**config.mk**
```make
export PLATFORM = sky130hd
export DESIGN_NAME = if_fetch_unit
export DESIGN_NICKNAME = d
export VERILOG_FILES = /design/src/rtl/if_fetch_pkg.sv /design/src/rtl/if_fetch_buffer.sv /design/src/rtl/if_fetch_unit.sv
export SDC_FILE = /design/constraint.sdc
export NUM_CORES = 1
export LEC_CHECK = 0
export CELL_PAD_IN_SITES_DETAIL_PLACEMENT = 1
export CELL_PAD_IN_SITES_GLOBAL_PLACEMENT = 1
export CORE_MARGIN = 3
export CORE_UTILIZATION = 43
export CTS_CLUSTER_SIZE = 28
export DETAILED_ROUTE_END_ITERATION = 8
export GPL_ROUTABILITY_DRIVEN = 0
export PLACE_DENSITY = 0.95
export SLEW_MARGIN = 0
export SYNTH_ARGS = -nofsm -noshare
export SYNTH_HDL_FRONTEND = slang
export SYNTH_SLANG_ARGS = --single-unit
```
**constraint.sdc**
```tcl
create_clock -name clk -period 13.05 [get_ports clk]
set_clock_uncertainty 0.2 [all_clocks]
set_input_delay 1.9575 -clock clk [delete_from_list [all_inputs] [get_ports clk]]
set_output_delay 1.9575 -clock clk [all_outputs]
set_load 0.05 [all_outputs]
```
**src/rtl/if_fetch_pkg.sv**
```systemverilog
// Shared constants and types for the instruction-fetch stage.
// Holds the pipeline NOP, the default reset PC and the fetch FSM encoding.
package if_fetch_pkg;

  localparam logic [31:0] DEFAULT_RESET_PC        = 32'h0000_0000;
  localparam logic [31:0] DEFAULT_NOP_INSTRUCTION = 32'h0000_0013;

  typedef enum logic {
    ST_RUN   = 1'b0,
    ST_DRAIN = 1'b1
  } fetch_state_e;

  typedef struct packed {
    logic [31:0] pc;
    logic [31:0] instr;
  } fetch_entry_t;

endpackage

```
**src/rtl/if_fetch_buffer.sv**
```systemverilog
// Two-entry in-order buffer of fetched {pc, instr} pairs.
// Flush wins over push/pop; push and pop in the same cycle both take effect.
module fetch_buffer
  import if_fetch_pkg::*;
(
  input  logic         clk,
  input  logic         rst,
  input  logic         flush,
  input  logic         push,
  input  fetch_entry_t push_entry,
  input  logic         pop,
  output fetch_entry_t head_entry,
  output logic         full,
  output logic         empty,
  output logic [1:0]   count
);

  fetch_entry_t [1:0] slots_q, slots_d;
  logic               rd_ptr_q, rd_ptr_d;
  logic [1:0]         count_q, count_d;
  logic               do_push, do_pop, wr_ptr;

  // When full, the write slot aliases the head, which is legal only alongside a pop.
  always_comb begin
    do_pop   = pop && (count_q != 2'd0);
    do_push  = push && ((count_q != 2'd2) || do_pop);
    wr_ptr   = rd_ptr_q ^ count_q[0];
    slots_d  = slots_q;
    rd_ptr_d = rd_ptr_q;
    count_d  = count_q;
    if (flush) begin
      rd_ptr_d = 1'b0;
      count_d  = 2'd0;
    end else begin
      if (do_push) slots_d[wr_ptr] = push_entry;
      if (do_pop)  rd_ptr_d = ~rd_ptr_q;
      count_d = count_q + {1'b0, do_push} - {1'b0, do_pop};
    end
  end

  always_ff @(posedge clk) begin
    if (rst) begin
      rd_ptr_q <= 1'b0;
      count_q  <= 2'd0;
    end else begin
      rd_ptr_q <= rd_ptr_d;
      count_q  <= count_d;
    end
  end

  always_ff @(posedge clk) begin
    slots_q <= slots_d;
  end

  assign head_entry = slots_q[rd_ptr_q];
  assign full       = (count_q == 2'd2);
  assign empty      = (count_q == 2'd0);
  assign count      = count_q;

endmodule

```
**src/rtl/if_fetch_unit.sv**
```systemverilog
// Instruction-fetch stage: issues word fetches under a two-slot credit, buffers
// in-order responses for IF/ID, and drains stale responses after a redirect.
module if_fetch_unit
  import if_fetch_pkg::*;
#(
  parameter logic [31:0] RESET_PC        = DEFAULT_RESET_PC,
  parameter logic [31:0] NOP_INSTRUCTION = DEFAULT_NOP_INSTRUCTION
) (
  input  logic        clk,
  input  logic        rst,
  output logic        imem_req_valid,
  input  logic        imem_req_ready,
  output logic [31:0] imem_addr,
  input  logic        imem_resp_valid,
  input  logic [31:0] imem_resp_data,
  input  logic        redirect_valid,
  input  logic [31:0] redirect_pc,
  input  logic        id_ready,
  output logic        if_valid,
  output logic [31:0] if_pc,
  output logic [31:0] if_pc_plus_4,
  output logic [31:0] if_instruction
);

  fetch_state_e state_q, state_d;
  logic [31:0]  fetch_pc_q, fetch_pc_d;
  logic [31:0]  resp_pc_q, resp_pc_d;
  logic [1:0]   outstanding_q, outstanding_d;
  logic [1:0]   drop_cnt_q, drop_cnt_d;
  logic [31:0]  redirect_target;
  logic [2:0]   credit_used;
  logic         req_fire, resp_take, buf_pop;
  logic         buf_full, buf_empty;
  logic [1:0]   buf_count;
  fetch_entry_t push_entry, head_entry;

  assign redirect_target = {redirect_pc[31:2], 2'b00};
  assign credit_used     = {1'b0, outstanding_q} + {1'b0, buf_count};
  assign imem_req_valid  = !rst && !redirect_valid && (state_q == ST_RUN)
                           && !buf_full && (credit_used < 3'd2);
  assign imem_addr       = fetch_pc_q;
  assign req_fire        = imem_req_valid && imem_req_ready;
  assign resp_take       = imem_resp_valid && (state_q == ST_RUN) && !redirect_valid;
  assign push_entry      = '{pc: resp_pc_q, instr: imem_resp_data};

  assign if_valid       = !rst && !buf_empty;
  assign buf_pop        = if_valid && id_ready;
  assign if_pc          = if_valid ? head_entry.pc : 32'h0;
  assign if_pc_plus_4   = if_valid ? head_entry.pc + 32'd4 : 32'h0;
  assign if_instruction = if_valid ? head_entry.instr : NOP_INSTRUCTION;

  // A response in the redirect cycle is already gone, so it never joins the drop count.
  always_comb begin
    state_d       = state_q;
    fetch_pc_d    = fetch_pc_q;
    resp_pc_d     = resp_pc_q;
    outstanding_d = outstanding_q;
    drop_cnt_d    = drop_cnt_q;
    if (redirect_valid) begin
      fetch_pc_d    = redirect_target;
      resp_pc_d     = redirect_target;
      outstanding_d = 2'd0;
      if (state_q == ST_RUN)
        drop_cnt_d = outstanding_q - {1'b0, imem_resp_valid && (outstanding_q != 2'd0)};
      else
        drop_cnt_d = drop_cnt_q - {1'b0, imem_resp_valid && (drop_cnt_q != 2'd0)};
      state_d = (drop_cnt_d != 2'd0) ? ST_DRAIN : ST_RUN;
    end else if (state_q == ST_DRAIN) begin
      if (imem_resp_valid && (drop_cnt_q != 2'd0)) drop_cnt_d = drop_cnt_q - 2'd1;
      if (drop_cnt_d == 2'd0) state_d = ST_RUN;
    end else begin
      if (req_fire)  fetch_pc_d = fetch_pc_q + 32'd4;
      if (resp_take) resp_pc_d  = resp_pc_q + 32'd4;
      outstanding_d = outstanding_q + {1'b0, req_fire} - {1'b0, resp_take};
    end
  end

  always_ff @(posedge clk) begin
    if (rst) begin
      state_q       <= ST_RUN;
      fetch_pc_q    <= RESET_PC;
      resp_pc_q     <= RESET_PC;
      outstanding_q <= 2'd0;
      drop_cnt_q    <= 2'd0;
    end else begin
      state_q       <= state_d;
      fetch_pc_q    <= fetch_pc_d;
      resp_pc_q     <= resp_pc_d;
      outstanding_q <= outstanding_d;
      drop_cnt_q    <= drop_cnt_d;
    end
  end

  fetch_buffer u_fetch_buffer (
    .clk        (clk),
    .rst        (rst),
    .flush      (redirect_valid),
    .push       (resp_take),
    .push_entry (push_entry),
    .pop        (buf_pop),
    .head_entry (head_entry),
    .full       (buf_full),
    .empty      (buf_empty),
    .count      (buf_count)
  );

endmodule

```
==> flow_metrics.env <==
export IMPL_ys_ff_latch=192
export IMPL_holdWs_ns=0.302
export IMPL_hp_start="resp_pc_q[31]$_SDFFE_PP0P_"
export IMPL_syn_area_mm2=0.00950
export IMPL_ys_warn_count=0
export IMPL_ys_dominant_reg_cell="edfxtp_1"
export IMPL_setup_slack_ns=5.87
export IMPL_grt_util_all_layers_pct=24.4
export IMPL_routed_wl_um=29400
export IMPL_cts_hold_buffers=0
export IMPL_clock_sinks=192
export IMPL_async_flop_share_pct=0
export IMPL_routed_via_count=7933
export IMPL_synth_edf_count=124
export IMPL_numCtsBuffers=17
export IMPL_outcome="completed"
export IMPL_fmaxAchievable_mhz=139
export IMPL_grt_max_degree=82
export IMPL_hp_class="flip-flop to flip-flop"
export IMPL_synth_cells=898
export IMPL_htree_levels=4
export IMPL_clock_latency_ns=0.44
export IMPL_area_growth_pct=28.7
export IMPL_timing_rr_start="u_fetch_buffer.count[0]$_SDFF_PP0_"
export IMPL_die_w_um=155
export IMPL_cts_resized=0
export IMPL_path_clk_slew_ns=0.07
export IMPL_max_cap_viol_count=0
export IMPL_clockBufferDepth=2
export IMPL_post_route_period_util_pct=55.0
export IMPL_io_pins=200
export IMPL_critPathMostFrequentCell="buf_4"
export IMPL_grt_overflow_total=0
export IMPL_cts_root_buffer_cell="clkbuf_16"
export IMPL_yosys_area_share_simple_pct=19.0
export IMPL_synth_fa_ha_area_share_pct=1.53
export IMPL_nNetsFinal=1155
export IMPL_syn_area_per_cell_um2=10.6
export IMPL_path_max_fanout=81
export IMPL_slew_viol_final=0
export IMPL_final_hold_viol_count=0
export IMPL_synth_top_family_by_area="simple AND/OR/NAND/NOR gates"
export IMPL_row_count=53
export IMPL_post_drt_via_cell_ratio=5.82
export IMPL_final_instance_count_excl_fill=1362
export IMPL_dp_slack_ns=5.87
export IMPL_layout_commonest_cell="clkdlybuf4s50_1"
export IMPL_path_cells="buf_2 -> buf_4 -> o21bai_4 -> buf_4 -> inv_1 -> and3_1 -> clkdlybuf4s50_1"
export IMPL_ir_drop_mv=0.0783
export IMPL_ys_types=66
export IMPL_drt_wirelength_per_cell_um=21.6
export IMPL_worst_slew_pin_slew_ns=0.935
export IMPL_fp_dieH_um=155
export IMPL_worst_path_largest_cell_delay_ns=0.73
export IMPL_design_core_area_mm2=0.0214
export IMPL_initial_core_util_pct=44.5
export IMPL_die_area_mm2=0.0239
export IMPL_dp_cells=1330
export IMPL_setup_viol=0
export IMPL_synth_seq_area_share_pct=53.5
export IMPL_slowest_stage="clkdlybuf4s50_1"
export IMPL_postCtsSetupBuffers=0
export IMPL_startpoint="rst"
export IMPL_p_total_w=0.00142
export IMPL_fillCellCount=2274
export IMPL_final_layout_size_suffix_gt1_share_pct=6.07
export IMPL_place_hpwl_um=21200
export IMPL_final_antenna_net_count=0
export IMPL_leakage_nw=4.03
export IMPL_arrival_ns=5.02
export IMPL_min_period_ns=7.18
export IMPL_end_kind="output port"
export IMPL_path_class="primary input to output port"
export IMPL_antenna_cells=0
export IMPL_drtIter0Drc=573
export IMPL_grt_pass1_wl_um=46200
export IMPL_layout_common_cells="clkdlybuf4s50_1 (189), edfxtp_1 (124), nor2_1 (114)"
export IMPL_muxShareOfSynthArea_pct=7.71
export IMPL_power_density_mw_per_mm2=116
export IMPL_antenna_found_initial=0
export IMPL_cts_tree="done"
export IMPL_finalSetupTns_ns=0
export IMPL_io_buffers=191
export IMPL_synth_compound_area_share_pct=9.72
export IMPL_rsz0062_at_grt="no"
export IMPL_synth_xor_area_share_pct=4.80
export IMPL_timing_slew_headroom_pct=37.7
export IMPL_first_global_vias=8390
export IMPL_drtPass1Iterations=5
export IMPL_critPathRequiredTime_ns=10.89
export IMPL_drcViolationCount=0
export IMPL_startpoint_type="primary input"
==> routing by layer <==
| layer | global-route usage [%] | vias up | wire length, um |
|---|---|---|---|
| met1 | 31.3 | 3968 | 12500 |
| met4 | 5.47 | 0 | 372 |
| met3 | 4.95 | 36 | 1850 |
| met2 | 42.6 | 307 | 14700 |
| met5 | 0 | - | 0 |
| li1 | - | 3622 | - |
==> final timing paths <==
check                                                             to  slack, ns  cells after the start
worst max-delay path                                if_pc_plus_4[19]       5.87                      7
worst min-delay path            u_fetch_buffer.slots_q[63]$_DFFE_PP_       0.30                      0
worst max register to register  u_fetch_buffer.slots_q[49]$_DFFE_PP_       9.25                      7
worst min register to register  u_fetch_buffer.slots_q[63]$_DFFE_PP_       0.30                      0
==> per-stage QoR <==
stage | cell area, um^2 | util [%]
finish | 12200 | 57.2
global route | 12200 | 57.2
CTS | 12200 | 57.2
detailed placement | 11600 | 54.5
global placement | 11600 | 54.5
floorplan | 9520 | -
==> critical path, delay by kind of cell <==
kind | cells | cell delay [ns]
buffers and inverters | 5 | 2.47
AOI/OAI and AO/OA | 1 | 0.23
and+or+nand+nor | 1 | 0.31
==> sequential cells by signal (all words and copies together), names as in the netlist <==
name and cells:
u_fetch_buffer.count 2, u_fetch_buffer.rd_ptr_q 1, state_q 1, u_fetch_buffer.slots_q 124, resp_pc_q 30, outstanding_q 2
drop_cnt_q 2, imem_addr 30
==> cells in the mapped netlist, types with 22 or more instances <==
cell type | count | area share [%]
edfxtp_1 | 124 | 39
clkbuf_1 | 25 | 0.99
xnor2_1 | 30 | 2.8
inv_1 | 33 | 1.3
a21oi_1 | 34 | 1.8
dfxtp_1 | 68 | 14
mux2i_1 | 63 | 6.6
xor2_1 | 22 | 2.0
nand3_1 | 37 | 1.9
nand2_1 | 59 | 2.3
nand4_1 | 28 | 1.8
nor2_1 | 115 | 4.5
==> cell families after synthesis <==
group                    Yosys count
AO/OA/AOI/OAI                    139
XOR/XNOR                          52
adder cells (fa/ha/maj)           11
buffers and inverters             82
flip-flops                       192
multiplexers                      72
other                              1
AND/OR/NAND/NOR                  349
==> where the power goes <==
part	leakage, nW	switching (W)	total [W]	internal (W)
Combinational	2.04	0.000121	0.000194	0.0000726
Clock	0.276	0.000235	0.000519	0.000284
Sequential	1.71	0.0000319	0.000711	0.000679
Total	4.03	0.000388	0.00142	0.00104
==> area by class of cell <==
class | instances | area [um^2] | area share, %
multi-input combinational | 629 | 4110 | 33.6
inverter | 33 | 124 | 1.01
clock inverter | 15 | 159 | 1.30
clock buffer | 17 | 425 | 3.48
timing repair buffer | 201 | 1980 | 16.2
sequential | 192 | 5090 | 41.6
tap | 275 | 344 | 2.82
(Power assumes the default switching activity.)
